`src/rtl/up_control_unit_pkg.sv`:
```
// Shared opcodes, ALU select codes, FSM states and the strobe bundle
// for the 4-bit uP control unit.
package up_control_unit_pkg;

  typedef enum logic [2:0] {
    ST_IDLE,
    ST_FETCH,
    ST_ADDR,
    ST_EXEC,
    ST_HALT
  } state_e;

  localparam logic [3:0] OP_NOP   = 4'h0;
  localparam logic [3:0] OP_LIT   = 4'h1;
  localparam logic [3:0] OP_ADDI  = 4'h2;
  localparam logic [3:0] OP_SUBI  = 4'h3;
  localparam logic [3:0] OP_CMPI  = 4'h4;
  localparam logic [3:0] OP_NANDI = 4'h5;
  localparam logic [3:0] OP_IN    = 4'h6;
  localparam logic [3:0] OP_OUT   = 4'h7;
  localparam logic [3:0] OP_LD    = 4'h8;
  localparam logic [3:0] OP_ST    = 4'h9;
  localparam logic [3:0] OP_ADDM  = 4'hA;
  localparam logic [3:0] OP_SUBM  = 4'hB;
  localparam logic [3:0] OP_JMP   = 4'hC;
  localparam logic [3:0] OP_JC    = 4'hD;
  localparam logic [3:0] OP_JZ    = 4'hE;
  localparam logic [3:0] OP_HLT   = 4'hF;

  localparam logic [2:0] SEL_A    = 3'b000;
  localparam logic [2:0] SEL_B    = 3'b010;
  localparam logic [2:0] SEL_NAND = 3'b100;
  localparam logic [2:0] SEL_SUB  = 3'b001;
  localparam logic [2:0] SEL_ADD  = 3'b011;

  typedef struct packed {
    logic       pc_en;
    logic       pc_ld;
    logic       fetch_en;
    logic       addr_ld;
    logic       acc_en;
    logic [2:0] alu_sel;
    logic       oprnd_oe;
    logic       in_oe;
    logic       acc_oe;
    logic       ram_cs;
    logic       ram_we;
    logic       out_en;
    logic       halted;
  } ctrl_t;

  function automatic logic two_byte(input logic [3:0] op);
    return (op >= OP_LD) && (op <= OP_JZ);
  endfunction

  function automatic logic sets_flags(input logic [3:0] op);
    return (op == OP_ADDI) || (op == OP_SUBI) ||
           (op == OP_CMPI) || (op == OP_ADDM) ||
           (op == OP_SUBM);
  endfunction

endpackage

```
`src/rtl/up_ctrl_decode.sv`:
```
// Combinational strobe decode from FSM state, opcode and
// registered flags.
module up_ctrl_decode
  import up_control_unit_pkg::*;
(
  input  state_e     state_i,
  input  logic [3:0] instr_i,
  input  logic       flag_c_i,
  input  logic       flag_z_i,
  output ctrl_t      ctrl_o
);

  always_comb begin
    ctrl_o = '0;
    unique case (state_i)
      ST_FETCH: begin
        ctrl_o.fetch_en = 1'b1;
        ctrl_o.pc_en    = 1'b1;
      end
      ST_ADDR: begin
        ctrl_o.addr_ld = 1'b1;
        ctrl_o.pc_en   = 1'b1;
      end
      ST_EXEC: begin
        unique case (instr_i)
          OP_LIT: begin
            ctrl_o.oprnd_oe = 1'b1;
            ctrl_o.alu_sel  = SEL_B;
            ctrl_o.acc_en   = 1'b1;
          end
          OP_ADDI: begin
            ctrl_o.oprnd_oe = 1'b1;
            ctrl_o.alu_sel  = SEL_ADD;
            ctrl_o.acc_en   = 1'b1;
          end
          OP_SUBI: begin
            ctrl_o.oprnd_oe = 1'b1;
            ctrl_o.alu_sel  = SEL_SUB;
            ctrl_o.acc_en   = 1'b1;
          end
          OP_CMPI: begin
            ctrl_o.oprnd_oe = 1'b1;
            ctrl_o.alu_sel  = SEL_SUB;
          end
          OP_NANDI: begin
            ctrl_o.oprnd_oe = 1'b1;
            ctrl_o.alu_sel  = SEL_NAND;
            ctrl_o.acc_en   = 1'b1;
          end
          OP_IN: begin
            ctrl_o.in_oe   = 1'b1;
            ctrl_o.alu_sel = SEL_B;
            ctrl_o.acc_en  = 1'b1;
          end
          OP_OUT: begin
            ctrl_o.acc_oe = 1'b1;
            ctrl_o.out_en = 1'b1;
          end
          OP_LD: begin
            ctrl_o.ram_cs  = 1'b1;
            ctrl_o.alu_sel = SEL_B;
            ctrl_o.acc_en  = 1'b1;
          end
          OP_ST: begin
            ctrl_o.acc_oe = 1'b1;
            ctrl_o.ram_cs = 1'b1;
            ctrl_o.ram_we = 1'b1;
          end
          OP_ADDM: begin
            ctrl_o.ram_cs  = 1'b1;
            ctrl_o.alu_sel = SEL_ADD;
            ctrl_o.acc_en  = 1'b1;
          end
          OP_SUBM: begin
            ctrl_o.ram_cs  = 1'b1;
            ctrl_o.alu_sel = SEL_SUB;
            ctrl_o.acc_en  = 1'b1;
          end
          OP_JMP: ctrl_o.pc_ld = 1'b1;
          OP_JC:  ctrl_o.pc_ld = flag_c_i;
          OP_JZ:  ctrl_o.pc_ld = flag_z_i;
          default: ;
        endcase
      end
      ST_HALT: ctrl_o.halted = 1'b1;
      default: ;
    endcase
  end

endmodule

```
`src/rtl/up_control_unit.sv`:
```
// Instruction sequencer for the 4-bit uP: FSM, C/Z flag register
// and strobe decode for every datapath enable.
module up_control_unit
  import up_control_unit_pkg::*;
(
  input  logic       CLK,
  input  logic       RST_N,
  input  logic       RUN,
  input  logic [3:0] INSTR,
  input  logic       ALU_C,
  input  logic       ALU_Z,
  output logic       PC_EN,
  output logic       PC_LD,
  output logic       FETCH_EN,
  output logic       ADDR_LD,
  output logic       ACC_EN,
  output logic [2:0] ALU_SEL,
  output logic       OPRND_OE,
  output logic       IN_OE,
  output logic       ACC_OE,
  output logic       RAM_CS,
  output logic       RAM_WE,
  output logic       OUT_EN,
  output logic       FLAG_C,
  output logic       FLAG_Z,
  output logic       HALTED
);

  state_e state_q;
  logic   flag_c_q;
  logic   flag_z_q;
  ctrl_t  ctrl;

  // In FETCH, INSTR carries the ROM nibble one cycle early.
  always_ff @(posedge CLK or negedge RST_N) begin
    if (!RST_N) begin
      state_q  <= ST_IDLE;
      flag_c_q <= 1'b0;
      flag_z_q <= 1'b0;
    end else begin
      unique case (state_q)
        ST_IDLE: begin
          if (RUN) state_q <= ST_FETCH;
        end
        ST_FETCH: begin
          state_q <= two_byte(INSTR) ? ST_ADDR : ST_EXEC;
        end
        ST_ADDR: state_q <= ST_EXEC;
        ST_EXEC: begin
          if (INSTR == OP_HLT) state_q <= ST_HALT;
          else if (RUN)        state_q <= ST_FETCH;
          else                 state_q <= ST_IDLE;
          if (sets_flags(INSTR)) begin
            flag_c_q <= ALU_C;
            flag_z_q <= ALU_Z;
          end
        end
        ST_HALT: state_q <= ST_HALT;
        default: state_q <= ST_IDLE;
      endcase
    end
  end

  up_ctrl_decode u_decode (
    .state_i  (state_q),
    .instr_i  (INSTR),
    .flag_c_i (flag_c_q),
    .flag_z_i (flag_z_q),
    .ctrl_o   (ctrl)
  );

  assign PC_EN    = ctrl.pc_en;
  assign PC_LD    = ctrl.pc_ld;
  assign FETCH_EN = ctrl.fetch_en;
  assign ADDR_LD  = ctrl.addr_ld;
  assign ACC_EN   = ctrl.acc_en;
  assign ALU_SEL  = ctrl.alu_sel;
  assign OPRND_OE = ctrl.oprnd_oe;
  assign IN_OE    = ctrl.in_oe;
  assign ACC_OE   = ctrl.acc_oe;
  assign RAM_CS   = ctrl.ram_cs;
  assign RAM_WE   = ctrl.ram_we;
  assign OUT_EN   = ctrl.out_en;
  assign HALTED   = ctrl.halted;
  assign FLAG_C   = flag_c_q;
  assign FLAG_Z   = flag_z_q;

endmodule
```
`config.mk`:
```
export PLATFORM = sky130hd
export DESIGN_NAME = up_control_unit
export DESIGN_NICKNAME = d
export VERILOG_FILES = /design/src/rtl/up_control_unit_pkg.sv /design/src/rtl/up_ctrl_decode.sv /design/src/rtl/up_control_unit.sv
export SDC_FILE = /design/constraint.sdc
export NUM_CORES = 1
export LEC_CHECK = 0
export ABC_AREA = 1
export CAP_MARGIN = 25
export CORE_MARGIN = 1
export CORE_UTILIZATION = 37
export DETAILED_ROUTE_END_ITERATION = 8
export PLACE_DENSITY = 0.76
export RECOVER_POWER = 100
export REMOVE_ABC_BUFFERS = 1
export SYNTH_ARGS = -nofsm -noshare
export SYNTH_HDL_FRONTEND = slang
export SYNTH_SLANG_ARGS = --single-unit
```
`constraint.sdc`:
```
create_clock -name CLK -period 1.2 [get_ports CLK]
set_clock_uncertainty 0.05 [all_clocks]
set_input_delay 0.18 -clock CLK [delete_from_list [all_inputs] [get_ports CLK]]
set_output_delay 0.18 -clock CLK [all_outputs]
set_load 0.1 [all_outputs]
```
==> results by group, run 1 <==
Logic synthesis
  – Synth Area in Simple Gates: 47.6%
  – Yosys reg bits: 5
  – Multiplexer share of the synthesized area: 0%
  – Seq/Total Area, Yosys: 25.7%
  – Distinct cells, synth: 21
  – Synth area leader: dfrtp_1
  – Synth top area share: 25.7%
  – Post-Synthesis Cells: 77
  – Compound-gate portion of the synthesized area: 13.9%
  – Adder-cell area share of the yosys netlist: 0%
  – Avg Inst Size Synth: 6.32 µm²
  – Largest family of logic cells by synthesized area: simple AND/OR/NAND/NOR gates
  – Xor and xnor area share after synthesis: 0%
  – Synth area leaders: dfrtp_1 (26%), nand2_1 (14%), nor2_1 (7.7%)
  – Yosys Warn Count: 0
  – Post-synthesis cell area: 487 µm²

Outcome
  – Run status: stopped before the end
  – First Error: [ERROR DPL-0038] Utilization greater than 100%, impossible to legalize
  – Failed at: 4_1_cts

Clock network
  – Max clock buf depth: 2
  – Root Driver: clkbuf_4
  – CTS Buf Count: 3
  – Post-CTS Setup Inserts: 5
  – PostCTS Resize Cnt: 45
  – Post-CTS Hold Fix Bufs: 0
  – H-tree depth: 1
  – Clock sink total: 5

Floorplanning
  – # rows: 12
  – Die Wd: 38.3 µm
  – Num ports: 26
  – Initial Util: 41.6%
  – Die height: 38.3 µm

Placement
  – DPL Wire Length: 1530 µm
  – Port bufs: 25
  – GPL Wtd Cong: 0.871
  – Placed Instances: 132
==> kinds of logic after synthesis <==
group           count (synthesis)
compound gates                 10
flops                           5
simple gates                   47
buf+inv                        15
==> synthesized netlist by cell type <==
cell type and number:
inv_1 9, o22ai_1 1, dfrtp_1 5, nor2_2 1, o21ai_1 2, nand3_1 7
or2_1 2, nand2_2 2, nor3_2 1, nor3_1 2, buf_4 1, a21oi_1 4
or3_1 1, o21bai_1 1, nor2_4 3, a21oi_4 1, inv_4 1, o211ai_1 1
nor2_1 10, nand2_1 18, inv_2 4
==> per-stage QoR <==
step	hold slack [ns]	worst slack [ns]	area [µm²]	TNS, ns
after global placement	0.360	-0.599	1040	-7.58
after floorplan	-0.166	-1.76	479	-17.96
after detailed placement	0.381	-0.651	1040	-8.79
==> inputs of run 2 (changes only) <==
--- a/config.mk
+++ b/config.mk
@@ -7,10 +7,10 @@
 export LEC_CHECK = 0
 export ABC_AREA = 1
 export CAP_MARGIN = 25
-export CORE_MARGIN = 1
-export CORE_UTILIZATION = 37
+export CORE_AREA = 2 2 63 65
 export DETAILED_ROUTE_END_ITERATION = 8
-export PLACE_DENSITY = 0.76
+export DIE_AREA = 0 0 65 67
+export PLACE_DENSITY_LB_ADDON = 0.15
 export RECOVER_POWER = 100
 export REMOVE_ABC_BUFFERS = 1
 export SYNTH_ARGS = -nofsm -noshare
==> run 2 against run 1 <==
- the flow now finishes, with violations (setup timing)
- synthesized area unchanged
- synthesized cell count unchanged
==> results by group, run 2 <==
Routing
  – Post-DRT Antenna Nets: 0
  – DR vias/cell: 3.93
  – DRT Wirelength: 1830 µm
  – First-pass DRT Iterations: 4
  – Vias post-DR: 712
  – DRC Markers: 0
  – Detailed router's first-iteration violation count: 8
  – Drt wl/cell: 10.1 µm

Cells and area
  – Largest register FFs: 3
  – Share of cells above drive strength 1: 66.9%
  – Commonest non-fill, non-tap cell in the layout: buf_4
  – Reg with most FFs: state_q
  – Fin cells: 181
  – Final net count: 143
  – Antenna Cells: 0
  – Most frequent cells in the layout: buf_4 (20), buf_12 (15), nand2_1 (14)
  – Final instance area: 1380 µm²
  – Final design utilization: 38.4%
  – Area Overhead vs Synth: 184%

Setup path
  – Critical Path Sink: ALU_SEL[2]
  – Max incr delay on CP: 0.41 ns
  – Reg2Reg Depth: 6
  – Worst EP required: 0.97 ns
  – Worst Setup SP: state_q[2]
  – Reg2Reg Setup Slack: -0.09 ns
  – Worst Path Arrival: 1.36 ns
  – Buf/Inv on CP: 2
  – Cell count along the critical path: 5
  – Crit-path cells: nor2_4, nand2_2, nor3_4, buf_6, buf_12
  – R2r endpoint: FLAG_C
  – Worst path top cell family by delay: simple AND/OR/NAND/NOR gates
  – Startpoint types: flip-flop
  – Critical path peak fanout: 4
  – Reg2reg start: state_q[2]
  – Critical path class: flip-flop to output port
  – Slowest-stage cell, CP: dfrtp_1
  – Crit end category: output port

Logic synthesis
  – Yosys reg bits: 5 (unchanged)
  – Post-Synthesis Cells: 77 (unchanged)
  – Yosys Warn Count: 0 (unchanged)
  – Async SR Flop Fraction: 100% (unchanged)
  – Seq/Total Area, Yosys: 25.7% (unchanged)
  – Synth top area share: 25.7% (unchanged)
  – Synth area leader: dfrtp_1
  – Distinct cells, synth: 21 (unchanged)
  – Ys flop type: dfrtp_1
  – Avg Inst Size Synth: 6.32 µm² (unchanged)
  – Post-synthesis cell area: 487 µm² (unchanged)
  – Count leader, synth: nand2_1
  – Post-synth EDFFs: 0 (unchanged)
  – Synth area leaders: dfrtp_1 (26%), nand2_1 (14%), nor2_1 (7.7%)
  – Post-synth top cells: nand2_1 (18), nor2_1 (10), inv_1 (9), nand3_1 (7), dfrtp_1 (5)

Pwr
  – Peak supply drop: 1.67 mV
  – P_leak: 0.000593 µW
  – Switch Pwr: 1840 µW
  – Sequential share of power: 8.6%
  – Internal power: 1560 µW
  – Clock power share: 9.1%
  – Switching part of the total power: 54.1%
  – Power density over the cells: 2460 nW/µm²
  – Gate power share: 82.3%

Floorplanning
  – Die Wd: 65 µm (+70%)
  – Initial Util: 13.5% (-28 points)
  – Die height: 67 µm (+75%)
  – Core ar.: 3610 µm²
  – Die area: 4360 µm²
  – Num ports: 26 (unchanged)
  – # rows: 22 (+10)

Timing
  – Worst-Margin Slew: 0.313 ns
  – Final slew viol count: 0
  – Slew Limit Headroom: 79.0%
  – RSZ-0062 raised after global routing: true
  – Final Setup Violations: 20
  – Final worst slack: -0.390 ns
  – Setup TNS: -5.08 ns
  – Tmin final: 1.59 ns
  – Fin crit share: 132%
  – FMAX: 629 MHz
  – Fin. Hold Viols: 0

Placement
  – Port bufs: 25 (unchanged)
  – GPL Wtd Cong: 0.896 (+2.9%)
  – Placed Instances: 170 (+29%)
  – Post-Place Cell Area: 1120 µm² (+6.9%)
  – DPL Wire Length: 1420 µm (-7.3%)

Worst hold path
  – HP Class: input port to async pin

Clock network
  – Root Driver: clkbuf_8
  – H-tree depth: 1 (unchanged)
  – Clock sink total: 5 (unchanged)
  – CTS Buf Count: 3 (unchanged)
  – Worst skew pair latency: 0.22 ns
  – Clk slew on worst S/H paths: 0.04 ns
  – Max clock buf depth: 2 (unchanged)
  – Post-CTS Hold Fix Bufs: 0 (unchanged)
  – CTS tree: built

Global route
  – First-pass GRT wire length: 3150 µm
  – Vias in the first global route: 755
  – GRT Total Usage: 9.38%
  – Grt total ovfl: 0
  – Largest net degree at the start of global routing: 9
  – Antenna violations before repair: 0

Outcome
  – Failing checks: setup timing
  – Run status: finished with violations

Flow run
  – Max-cap violations: 0
[run 2: cell counts after synthesis]
Identical to the previous run, type by type.
[run 2: how the worst min path moves through the flow]
| stage | from | end | slack (ns) |
|---|---|---|---|
| after CTS | RST_N | state_q[2] | 0.14 |
| final | RST_N | state_q[2] | 0.20 |
| after floorplan | RST_N | FLAG_C | -0.17 |
| after detailed placement | RST_N | state_q[1] | 0.37 |
| after global routing | RST_N | state_q[2] | 0.22 |
| after global placement | RST_N | state_q[1] | 0.37 |
[run 2: final cells by class]
type,count,area (µm²)
Timing Repair Buffer,53,646
Inverter,14,65.1
Tap cell,48,60.1
Multi-Input combinational cell,57,443
Fill cell,368,2220
Sequential cell,5,125
Clock buffer,4,45.0
[run 2: power groups by stage]
stage / sequential, µW / clock [µW] / combinational, µW
floorplan: 541 / 0 / 1130
global placement: 292 / 0 / 2390
detailed placement: 291 / 0 / 2380
CTS: 286 / 320 / 2730
global route: 302 / 335 / 2920
finish: 292 / 310 / 2800
[run 2: cell families after synthesis]
family / Yosys count / share of synthesized area, %
buffers and inverters: 15 / 12.9
AND/OR/NAND/NOR: 47 / 47.6
AO/OA/AOI/OAI: 10 / 13.9
flip-flops: 5 / 25.7
[run 2: what timing repair did]
action / 4_1_cts / 5_1_grt
resized for setup: 41 / 19
endpoints found under the hold margin: 0 / 0
gates cloned: 0 / 0
setup endpoints to repair: 19 / 20
setup buffers: 7 / 0
pin swaps: 7 / 5
[run 2: per-layer routing]
metal | routed length [µm] | vias to the layer above | share of wire, % | GRT usage, %
met5 | 0 | - | 0 | 0
met1 | 793 | 324 | 43 | 10.6
met3 | 103 | 6 | 5.6 | 2.03
met4 | 51 | 0 | 2.8 | 4.26
li1 | - | 354 | - | -
met2 | 882 | 28 | 48 | 16.8
[run 2: metrics by stage]
stage,total power (µW),setup slack (ns),hold slack (ns)
floorplan,1670,-1.76,-0.166
global placement,2680,-0.625,0.366
detailed placement,2680,-0.620,0.373
CTS,3340,-0.386,0.137
global route,3560,-0.452,0.224
finish,3400,-0.390,0.202
(Power assumes the default switching activity.)
==> inputs of run 3 (changes only) <==
--- a/config.mk
+++ b/config.mk
@@ -7,6 +7,8 @@
 export LEC_CHECK = 0
 export ABC_AREA = 1
 export CAP_MARGIN = 25
+export CELL_PAD_IN_SITES_DETAIL_PLACEMENT = 1
+export CELL_PAD_IN_SITES_GLOBAL_PLACEMENT = 1
 export CORE_AREA = 2 2 63 65
 export DETAILED_ROUTE_END_ITERATION = 8
 export DIE_AREA = 0 0 65 67
==> run 3 against run 2 <==
- the run still ends with setup timing left
- critical path depth unchanged
- final cell count decreased by 0.55%
- setup slack improved by 0.033 ns
- highest routed layer unchanged
- routed wire length increased by 8.3%
- die area unchanged
- clock-buffer cell count unchanged
- first-iteration DRC count rose to 2.6 times the previous value
- clock power is 3% higher
- sequential share of layout area increased by 0.37 points
- cell area shrank 3.0%
==> results by group, run 3 (same netlist as run 2, synthesis figures left out) <==
Outcome
  – Run status: finished with violations
  – Failing checks: setup timing

Setup path
  – Crit-path cells: nand2_2, nor2_4, inv_4, a21oi_4, buf_12
  – Reg2Reg Setup Slack: -0.18 ns (-0.09 ns)
  – Crit end category: output port
  – Critical path peak fanout: 8 (+4)
  – Buf/Inv on CP: 2 (unchanged)
  – Startpoint types: flip-flop
  – Worst EP required: 0.97 ns (about the same)
  – Max incr delay on CP: 0.36 ns (-0.05 ns)
  – Critical path class: flip-flop to output port
  – Slowest-stage cell, CP: dfrtp_1
  – Worst path top cell family by delay: flip-flops
  – Worst Path Arrival: 1.33 ns (-0.03 ns)

Cells and area
  – Reg with most FFs: state_q
  – Final net count: 142 (-0.70%)
  – Largest register FFs: 3 (unchanged)
  – Area Overhead vs Synth: 176%
  – Share of cells above drive strength 1: 62.1% (-4.8 points)
  – Most frequent cells in the layout: buf_4 (19), buf_12 (17), nand2_1 (16)
  – Antenna Cells: 0 (unchanged)
  – Filler cells: 430 (+17%)
  – FF+latch area: 126 µm² (+1.0%)
  – Commonest non-fill, non-tap cell in the layout: buf_4
  – Multi-input gate area: 407 µm² (-8.2%)

Routing
  – Post-DRT Antenna Nets: 0 (unchanged)
  – Drt wl/cell: 11.0 µm (+8.9%)
  – Detailed router's first-iteration violation count: 21 (+13)
  – First-pass DRT Iterations: 2 (-2)
  – DRC Markers: 0 (unchanged)
  – DRT Wirelength: 1980 µm (+8.3%)
  – Vias post-DR: 697 (-2.1%)
  – DR vias/cell: 3.87 (-1.6%)

Global route
  – Vias in the first global route: 800 (+6.0%)
  – Largest net degree at the start of global routing: 9 (unchanged)
  – Met3 Resource Use GR: 3.55% (+1.5 points)
  – Grt total ovfl: 0 (unchanged)
  – Met2 Resource Use GR: 19.2% (+2.4 points)
  – GRT Total Usage: 10.9% (+1.5 points)
  – GR peak layer: met2
  – Antenna violations before repair: 0 (unchanged)
  – First-pass GRT wire length: 3610 µm (+14%)
  – M1 GR Usage: 12.4% (+1.8 points)

Timing
  – RSZ-0062 raised after global routing: true
  – FMAX: 642 MHz (+2.1%)
  – Slew Limit Headroom: 81.9% (+2.9 points)
  – Hold_ws: 0.210 ns (+0.00844 ns)
  – Final worst slack: -0.357 ns (+0.0333 ns)
  – Worst-Margin Slew: 0.270 ns (-0.0432 ns)
  – Tmin final: 1.56 ns (-0.0333 ns)
  – Final Setup Violations: 19 (-5.0%)
  – Fin. Hold Viols: 0 (unchanged)
  – Final slew viol count: 0 (unchanged)
  – Fin crit share: 130% (-2.8 points)

Clock network
  – Clock sink total: 5 (unchanged)
  – H-tree depth: 1 (unchanged)
  – CTS Buf Count: 3 (unchanged)
  – Clk slew on worst S/H paths: 0.04 ns (about the same)
  – Max clock buf depth: 2 (unchanged)
  – Root Driver: clkbuf_8
  – CTS tree: built
  – Worst skew pair latency: 0.22 ns (about the same)

Worst hold path
  – HP Class: input port to async pin

Pwr
  – Peak supply drop: 1.98 mV (+19%)
  – Power density over the cells: 2520 nW/µm² (+2.6%)
  – Power Total: 3390 µW (-0.45%)
  – P_leak: 0.000579 µW (-2.4%)

Floorplanning
  – Die height: 67 µm (unchanged)
  – # rows: 22 (unchanged)
  – Die area: 4360 µm² (unchanged)
  – Core ar.: 3610 µm² (unchanged)
  – Initial Util: 13.5% (unchanged)
  – Die Wd: 65 µm (unchanged)
  – Num ports: 26 (unchanged)

Placement
  – DPL Wire Length: 1590 µm (+12%)
  – GPL Wtd Cong: 0.752 (-16%)
  – Port bufs: 25 (unchanged)

Flow run
  – Max-cap violations: 0 (unchanged)
-- run 3: layer usage --
layer,vias to the layer above,routed length (µm)
met5,-,0
met4,0,20
met3,5,124
met2,18,1010
met1,322,825
li1,352,-
-- run 3: final cells by class --
type                       instances  share of cell area [%]
multi-input combinational         57                    30.3
clock buffer                       4                    3.36
tap                               48                    4.47
timing repair buffer              52                    47.8
sequential                         5                    9.41
inverter                          14                    4.66
-- run 3: worst paths after layout --
| kind | from | to | depth (start not counted) |
|---|---|---|---|
| worst min-delay path | RST_N | FLAG_C | 1 |
| min in group CLK | ALU_Z | FLAG_Z | 3 |
| worst max-delay path | state_q[1] | ALU_SEL[0] | 5 |
| worst min register to register | FLAG_Z | FLAG_Z | 3 |
| max in group asynchronous | RST_N | state_q[2] | 1 |
| worst max register to register | state_q[1] | state_q[0] | 9 |
-- run 3: worst reg2reg max path, delay by kind of cell, from the launching register on --
| kind | cells | cell delay (ns) |
|---|---|---|
| buffers and inverters | 5 | 0.52 |
| DFF | 1 | 0.38 |
| and+or+nand+nor | 4 | 0.35 |
-- run 3: timing repair --
action | CTS | global route
gates cloned | 0 | 0
pin swaps | 10 | 3
gates resized for setup | 42 | 7
setup buffers | 2 | 1
endpoints found under the setup margin | 19 | 19
hold buffers | 0 | 0
-- run 3: per-stage QoR --
step / setup WS [ns] / setup TNS, ns / std cells / cell area (µm²) / utilization (%)
after floorplan: -1.76 / -17.96 / 76 / 479 / -
after global placement: -0.606 / -7.68 / 173 / 1140 / 31.6
after detailed placement: -0.588 / -7.97 / 173 / 1140 / 31.6
after CTS: -0.365 / -5.31 / 179 / 1310 / 36.4
after global routing: -0.442 / -6.58 / 180 / 1340 / 37.2
final: -0.357 / -5.14 / 180 / 1340 / 37.2
-- run 3: where the power goes --
| part | total (µW) | switching, µW | internal, µW |
|---|---|---|---|
| combinational | 2780 | 1700 | 1080 |
| clock | 318 | 89.7 | 229 |
| sequential | 291 | 48.8 | 242 |
